`config.mk`:
```
export PLATFORM = sky130hd
export DESIGN_NAME = sobel_gradient_calc
export DESIGN_NICKNAME = d
export VERILOG_FILES = /design/src/rtl/sobel_gradient_calc.sv
export SDC_FILE = /design/constraint.sdc
export NUM_CORES = 1
export LEC_CHECK = 0
export CAP_MARGIN = 15
export CORE_ASPECT_RATIO = 0.8
export CORE_MARGIN = 2
export CORE_UTILIZATION = 58
export CTS_CLUSTER_DIAMETER = 80
export DETAILED_ROUTE_END_ITERATION = 8
export PLACE_DENSITY = 0.82
export SYNTH_ARGS = -nofsm -noshare
export SYNTH_HDL_FRONTEND = slang
export SYNTH_SLANG_ARGS = --single-unit
```
`constraint.sdc`:
```
create_clock -name clk -period 3.1 [get_ports clk]
set_input_delay 0.62 -clock clk [delete_from_list [all_inputs] [get_ports clk]]
set_output_delay 0.62 -clock clk [all_outputs]
set_load 0.01 [all_outputs]
```
`src/rtl/sobel_gradient_calc.sv`:
```
// Sobel gradient magnitude (|Gx| + |Gy|, saturated to 8 bits) with edge flag for a 3x3 pixel window.
// Latency: 3 cycles from done_i to done_o; full throughput, one window per cycle.
// Backpressure: none; every accepted window produces exactly one result, idle cycles travel as bubbles.
//
// Ports:
//   clk           single clock, rising edge
//   rst           asynchronous active-low reset
//   d0_i..d8_i    3x3 window, row-major: d0 d1 d2 / d3 d4 d5 / d6 d7 d8
//   done_i        window-valid strobe (one window per high cycle)
//   grad_o        saturated gradient magnitude, zero on border windows
//   edge_o        grad_o >= THRESHOLD, zero on border windows
//   done_o        result-valid strobe
//   frame_done_o  pulses with the result of the last window of a frame
module sobel_gradient_calc #(
    parameter int IMG_WIDTH  = 640,
    parameter int IMG_HEIGHT = 480,
    parameter int THRESHOLD  = 100
) (
    input  logic       clk,
    input  logic       rst,
    input  logic [7:0] d0_i,
    input  logic [7:0] d1_i,
    input  logic [7:0] d2_i,
    input  logic [7:0] d3_i,
    input  logic [7:0] d4_i,
    input  logic [7:0] d5_i,
    input  logic [7:0] d6_i,
    input  logic [7:0] d7_i,
    input  logic [7:0] d8_i,
    input  logic       done_i,
    output logic [7:0] grad_o,
    output logic       edge_o,
    output logic       done_o,
    output logic       frame_done_o
);

    localparam int COL_W = (IMG_WIDTH  > 1) ? $clog2(IMG_WIDTH)  : 1;
    localparam int ROW_W = (IMG_HEIGHT > 1) ? $clog2(IMG_HEIGHT) : 1;

    localparam logic [COL_W-1:0] COL_LAST = COL_W'(IMG_WIDTH - 1);
    localparam logic [ROW_W-1:0] ROW_LAST = ROW_W'(IMG_HEIGHT - 1);
    localparam logic [7:0]       THR      = 8'(THRESHOLD);

    // Weighted 1-2-1 column/row sum; 255*4 = 1020 fits in 10 bits.
    function automatic logic [9:0] wsum(input logic [7:0] a, input logic [7:0] b, input logic [7:0] c);
        return {2'b00, a} + {1'b0, b, 1'b0} + {2'b00, c};
    endfunction

    // ------------------------------------------------------------------
    // Window position tracking
    // ------------------------------------------------------------------
    logic [COL_W-1:0] col;
    logic [ROW_W-1:0] row;
    logic             col_last;
    logic             row_last;
    logic             border_in;
    logic             frame_last_in;

    assign col_last      = (col == COL_LAST);
    assign row_last      = (row == ROW_LAST);
    assign border_in     = (col == '0) || col_last || (row == '0) || row_last;
    assign frame_last_in = col_last && row_last;

    always_ff @(posedge clk or negedge rst) begin
        if (!rst) begin
            col <= '0;
            row <= '0;
        end else if (done_i) begin
            if (col_last) begin
                col <= '0;
                // End of frame wraps straight back to the origin so the next
                // frame can start on the very next cycle.
                row <= row_last ? '0 : row + ROW_W'(1);
            end else begin
                col <= col + COL_W'(1);
            end
        end
    end

    // ------------------------------------------------------------------
    // Stage 1: partial sums
    // ------------------------------------------------------------------
    logic [9:0] s1_gx_pos;
    logic [9:0] s1_gx_neg;
    logic [9:0] s1_gy_pos;
    logic [9:0] s1_gy_neg;
    logic       s1_vld;
    logic       s1_border;
    logic       s1_last;

    always_ff @(posedge clk or negedge rst) begin
        if (!rst) begin
            s1_gx_pos <= '0;
            s1_gx_neg <= '0;
            s1_gy_pos <= '0;
            s1_gy_neg <= '0;
            s1_vld    <= 1'b0;
            s1_border <= 1'b0;
            s1_last   <= 1'b0;
        end else begin
            s1_vld <= done_i;
            if (done_i) begin
                s1_gx_pos <= wsum(d2_i, d5_i, d8_i);
                s1_gx_neg <= wsum(d0_i, d3_i, d6_i);
                s1_gy_pos <= wsum(d6_i, d7_i, d8_i);
                s1_gy_neg <= wsum(d0_i, d1_i, d2_i);
                s1_border <= border_in;
                s1_last   <= frame_last_in;
            end
        end
    end

    // ------------------------------------------------------------------
    // Stage 2: signed gradients and their magnitudes
    // ------------------------------------------------------------------
    logic signed [10:0] gx;
    logic signed [10:0] gy;
    logic        [10:0] abs_gx;
    logic        [10:0] abs_gy;

    // Zero-extend the 10-bit sums before subtracting so the difference
    // covers -1020..+1020 without wrapping.
    assign gx     = $signed({1'b0, s1_gx_pos}) - $signed({1'b0, s1_gx_neg});
    assign gy     = $signed({1'b0, s1_gy_pos}) - $signed({1'b0, s1_gy_neg});
    assign abs_gx = gx[10] ? $unsigned(-gx) : $unsigned(gx);
    assign abs_gy = gy[10] ? $unsigned(-gy) : $unsigned(gy);

    logic [10:0] s2_abs_gx;
    logic [10:0] s2_abs_gy;
    logic        s2_vld;
    logic        s2_border;
    logic        s2_last;

    always_ff @(posedge clk or negedge rst) begin
        if (!rst) begin
            s2_abs_gx <= '0;
            s2_abs_gy <= '0;
            s2_vld    <= 1'b0;
            s2_border <= 1'b0;
            s2_last   <= 1'b0;
        end else begin
            s2_vld <= s1_vld;
            if (s1_vld) begin
                s2_abs_gx <= abs_gx;
                s2_abs_gy <= abs_gy;
                s2_border <= s1_border;
                s2_last   <= s1_last;
            end
        end
    end

    // ------------------------------------------------------------------
    // Stage 3: magnitude, saturation, border masking, threshold
    // ------------------------------------------------------------------
    logic [10:0] mag;
    logic [7:0]  mag_sat;
    logic [7:0]  grad_nxt;
    logic        edge_nxt;

    // Each magnitude is at most 1020, so the sum (max 2040) fits 11 bits.
    assign mag      = s2_abs_gx + s2_abs_gy;
    assign mag_sat  = (mag > 11'd255) ? 8'hFF : mag[7:0];
    assign grad_nxt = s2_border ? 8'h00 : mag_sat;
    assign edge_nxt = !s2_border && (mag_sat >= THR);

    always_ff @(posedge clk or negedge rst) begin
        if (!rst) begin
            grad_o       <= '0;
            edge_o       <= 1'b0;
            done_o       <= 1'b0;
            frame_done_o <= 1'b0;
        end else begin
            done_o       <= s2_vld;
            frame_done_o <= s2_vld && s2_last;
            // Results only move on a valid slot; bubbles leave the last
            // result on the outputs.
            if (s2_vld) begin
                grad_o <= grad_nxt;
                edge_o <= edge_nxt;
            end
        end
    end

endmodule

```
* After elaboration in Yosys (flattened, before gate mapping) *
Index checks and enable logic that the tools add are counted.

word-level totals
  register bits = 98
  bits of input ports = 75
  output and inout port bits = 11
  word-level logic and storage cells = 53

cells by class
  add/subtract/negate cells = 15
  $lt $le $gt $ge = 2
  equality and inequality tests = 2
  mux-type cells = 6
  reductions and logical operators = 10

operators with widths
  operator                                                                          number
  10-bit by 8-bit adder with 10-bit output                                          4
  8-bit by 9-bit adder with 10-bit output                                           4
  11-bit 2-to-1 mux                                                                 2
  11-bit negation                                                                   2
  10-bit by 10-bit subtractor with 11-bit output                                    2
  8-bit 2-to-1 mux                                                                  2
  11-bit adder                                                                      1
  11-bit by 8-bit greater-than comparator with 1-bit output, second input constant  1
  10-bit by 1-bit adder with 10-bit output, second input constant                   1
  10-bit == test, second input constant                                             1
  10-bit zero test                                                                  1
  10-bit 2-to-1 mux                                                                 1
  9-bit by 1-bit adder with 9-bit output, second input constant                     1
  9-bit == test, second input constant                                              1
  9-bit zero test                                                                   1
  9-bit 2-to-1 mux                                                                  1
  8-bit by 7-bit >= comparator with 1-bit output, second input constant             1
  1-bit logical AND                                                                 3
  1-bit logical OR                                                                  3
  2-bit AND reduction                                                               1
  1-bit zero test                                                                   1

* Longest topological paths before layout *
  depth in word-level cells = 5
  mapped depth = 11
  depth with buffers taken out = 11

* Worst setup path after synthesis *
No wires, ideal clock.

  kind = register to register
  from = register s1_gx_pos[0]
  to = register s2_abs_gx[9]
  library setup time = 0.137 ns
  arrival = 2.664 ns
  required time = 2.963 ns
  path slack = 0.299 ns
  stages on the path, launching flop included = 12
  buffers on the path = 0
  clock period less this slack = 2.801 ns
  cells stage by stage = dfrtp_1 -> inv_1 -> ha_1 -> inv_1 -> fa_1 -> a211oi_2 -> nor2_2 -> xnor2_1 -> or4_4 -> o41ai_2 -> xnor2_1 -> a21oi_1

on the way
  longest elaborated chain between the ends = 3

ends and longest elaborated chain
  element                                             RTL line  RTL
  from (decl)                                         83        logic [9:0] s1_gx_pos;
  from (signal assigned)                              103       s1_gx_pos <= wsum(d2_i, d5_i, d8_i);
  10-bit by 10-bit subtractor with 11-bit output (*)  123       assign gx = $signed({1'b0, s1_gx_pos}) - $signed({1'b0, s1_gx_neg});
  11-bit negation                                     125       assign abs_gx = gx[10] ? $unsigned(-gx) : $unsigned(gx);
  11-bit 2-to-1 mux (*)                               125
  to (signal assigned)                                144       s2_abs_gx <= abs_gx;
  to (decl)                                           128       logic [10:0] s2_abs_gx;

Every way passes the cells marked *; elsewhere a longest branch is shown, timed or not.
A chain may end at the register's enable or synchronous reset.

* Worst setup path after layout *
  from = input port d1_i[0]
  to = register s1_gy_neg[7]

on the way
  longest elaborated chain between the ends = 2

ends and longest elaborated chain
  element                                   RTL line  RTL
  from (decl)                               22        input logic [7:0] d1_i,
  8-bit by 9-bit adder with 10-bit output   46        return {2'b00, a} + {1'b0, b, 1'b0} + {2'b00, c};
  10-bit by 8-bit adder with 10-bit output  46
  to (signal assigned)                      106       s1_gy_neg <= wsum(d0_i, d1_i, d2_i);
  to (decl)                                 86        logic [9:0] s1_gy_neg;

Every way passes these cells.

==> qor.txt <==
Slew @ Worst Pin: 0.694 ns
Synth Area per Inst: 9.55 um2
Initial drt markers: 511
Ys flop type: dfrtp_1
Initial DRT Pass Iterations: 5
Pleak: 0.00409 uW
CTS buffer count: 9
Final WL: 18.5 mm
Slew headroom: 0.534
CP arrival: 3.27 ns
Worst Path Required: 3.32 ns
First-pass GRT wire length: 30.8 mm
Initial Util: 0.601
GR Overflow Total: 0
Cts hold-fix bufs: 0
Largest net degree at the start of global routing: 56
Endpoints failing setup: 0
Post-synthesis async set-or-reset flop share: 1.00
Clock Skew: 0.00703 ns
Final Hold Fails: 0
Largest family of logic cells by synthesized area: adder cells
CTS clk-pin slew, worst paths: 0.07 ns
Xor/xnor share of the synthesized area: 0.0697
Die width: 130 um
Yosys cell types: 59
Gate Count Post-Synth: 777
MaxCap Viol Count: 0
Floorplan core area: 12300 um2
Post-route cell area: 8940 um2
Mapped Area: 7420 um2
GP Congestion: 0.915
Total of fill cells in the finished design: 870
Final Cycle Share: 0.984
Crit-path max FO: 2
Compound-gate portion of the synthesized area: 0.146
DRC: 0
Most frequent cells in the layout: dfrtp_1, nor2_1, inv_1, ha_1, clkdlybuf4s50_1
Peak Freq: 328 MHz
Worst setup SP type: input pin
Seq/Total Area, Yosys: 0.331
Synthesis-stage register bit count: 98
Post-synth EDFFs: 0
Worst Hold Class: input pin to asynchronous set/reset pin
Max-slew violations: 0
Ant diodes: 0
CTS Buffer Depth: 2
VDD IR max: 0.000483 V
P per Cell Area: 938 nW/um2
Commonest non-fill, non-tap cell in the layout: dfrtp_1
Clk root buf: clkbuf_16
Post-route ant nets: 0
DP Area: 8540 um2
Post-Syn Nets: 959
CTS tree: yes
Layout cells sized above 1: 0.0984
All-Layer GR Usage: 0.287
# nets final: 1061
Htree depth: 3
Multiplexer share of the synthesized area: 0.0604
Vias in the first global route: 6161
Post-DP HPWL: 14.5 mm
DR vias/cell: 5.83
Crit path kind: input pin to flop
Clk Latency, worst-skew pair: 0.35 ns
Routed via count: 6148
FP Rows: 36
CTS Sinks: 98
Die Y: 105 um
Full die area: 13700 um2
Synth Area in Simple Gates: 0.133
Total power: 8380 uW
Min Tclk post-route: 3.05 ns
IO Pins: 86
Port bufs: 77
Outcome: complete, no violations
Critical path capture point type: flop
Synth warn: 0
R2R setup slack: 0.20 ns
Layout area overhead: 20.5%
Wire per inst: 17.5 um
Initial antenna violation count: 0
Adder-Cell Fraction of Synth Area: 0.216
==> final timing paths <==
| path | start | to | depth (start not counted) |
|---|---|---|---|
| worst max-delay path | d1_i[0] | s1_gy_neg[7] | 12 |
| worst min-delay path | rst | s1_gy_neg[9] | 1 |
| worst max register to register | s1_gx_pos[0] | s2_abs_gx[8] | 11 |
| worst min register to register | s2_last | frame_done_o | 1 |
| max in group asynchronous | rst | grad_o[6] | 2 |
| min in group clk | s2_last | frame_done_o | 1 |
==> repair_timing <==
item	in CTS	in global routing
gates resized for setup	3	18
setup buffers	1	3
endpoints found under the setup margin	4	11
pin swaps	2	10
==> Yosys cell counts, drive strengths merged (2+ instances only) <==
library cell  count  share of area
nand4             7         0.0059
a2111o            2         0.0030
and3b             2         0.0024
a21o              6         0.0061
clkbuf           13         0.0066
and3              2         0.0017
a21boi            5         0.0051
nand2            52          0.026
o21bai            3         0.0030
and2              3         0.0025
o211ai            4         0.0040
o22ai             9         0.0076
or4               2         0.0025
nor2b             8         0.0067
inv              71          0.036
xnor2            38          0.045
a31oi            11         0.0093
a211o             5         0.0059
buf               2         0.0010
a21oi            48          0.032
nand2b           14          0.012
xor2             21          0.025
nor3             11         0.0074
nand3            10         0.0067
and4              3         0.0035
a211oi            6         0.0074
nor2             76          0.039
fa               35          0.094
nor3b             2         0.0020
ha               72           0.12
dfrtp            98           0.33
o21a              5         0.0051
nor4b             2         0.0024
or3               2         0.0017
mux2             22          0.033
mux2i            20          0.027
o31ai             5         0.0051
o41ai             4         0.0057
o21ai            55          0.037
or2               5         0.0042
nor4              5         0.0042
==> cell families after synthesis <==
logic type	after synthesis
buffers and inverters	87
AOI/OAI and AO/OA	176
DFF	98
adders and majority gates	107
and+or+nand+nor	208
xor gates and xnor gates	59
muxes	42
==> per-layer routing <==
metal  wire, um  vias up  global-route usage
met2       9100      193               0.472
met4        313        0              0.0616
li1           -     2917                   -
met5          0        -                   0
met3        905       36              0.0589
met1       8130     3002               0.394
==> state kept, by name, indices dropped and copies added (netlist names) <==
name / count
s2_abs_gy: 11
s1_gy_neg: 10
grad_o: 8
s2_abs_gx: 11
col: 10
s2_vld: 1
frame_done_o: 1
s2_border: 1
s1_gy_pos: 10
s1_border: 1
s2_last: 1
s1_vld: 1
s1_gx_pos: 10
s1_last: 1
done_o: 1
row: 9
edge_o: 1
s1_gx_neg: 10
==> power by group <==
group | switching, uW | total, uW | internal (uW) | leakage (uW)
combinational | 2910 | 5240 | 2330 | 0.00276
sequential | 294 | 1990 | 1690 | 0.00119
clock | 518 | 1160 | 641 | 0.000150
==> final cells by class <==
type	count	area (um2)	share of cell area
Clock buffer	9	225	0.0252
Tap cell	171	214	0.0239
Sequential cell	98	2450	0.274
Clock inverter	7	82.6	0.00924
Inverter	72	270	0.0302
Timing Repair Buffer	106	1010	0.113
Multi-Input combinational cell	592	4690	0.524
==> worst max-delay path, cell delays in order <==
cell and delay [ns]:
clkdlybuf4s50_1 0.43, fa_1 0.52, ha_1 0.18, inv_1 0.06
fa_1 0.40, nor2b_1 0.19, o21ai_1 0.11, a21boi_1 0.21
o21ai_0 0.13, nand2b_1 0.14, xnor2_1 0.16, mux2i_1 0.10
==> through the flow <==
step	worst slack (ns)	instances	hold slack (ns)	setup TNS, ns	utilization
after global placement	-0.268	1035	0.475	-2.83	0.692
after floorplan	0.299	777	0.324	0	-
after CTS	0.00191	1052	0.315	0	0.717
final	0.0506	1055	0.287	0	0.724
after global routing	-0.0303	1055	0.344	-0.0372	0.724
after detailed placement	-0.423	1035	0.473	-4.32	0.692
No activity file was read; power rests on OpenSTA's default activity.
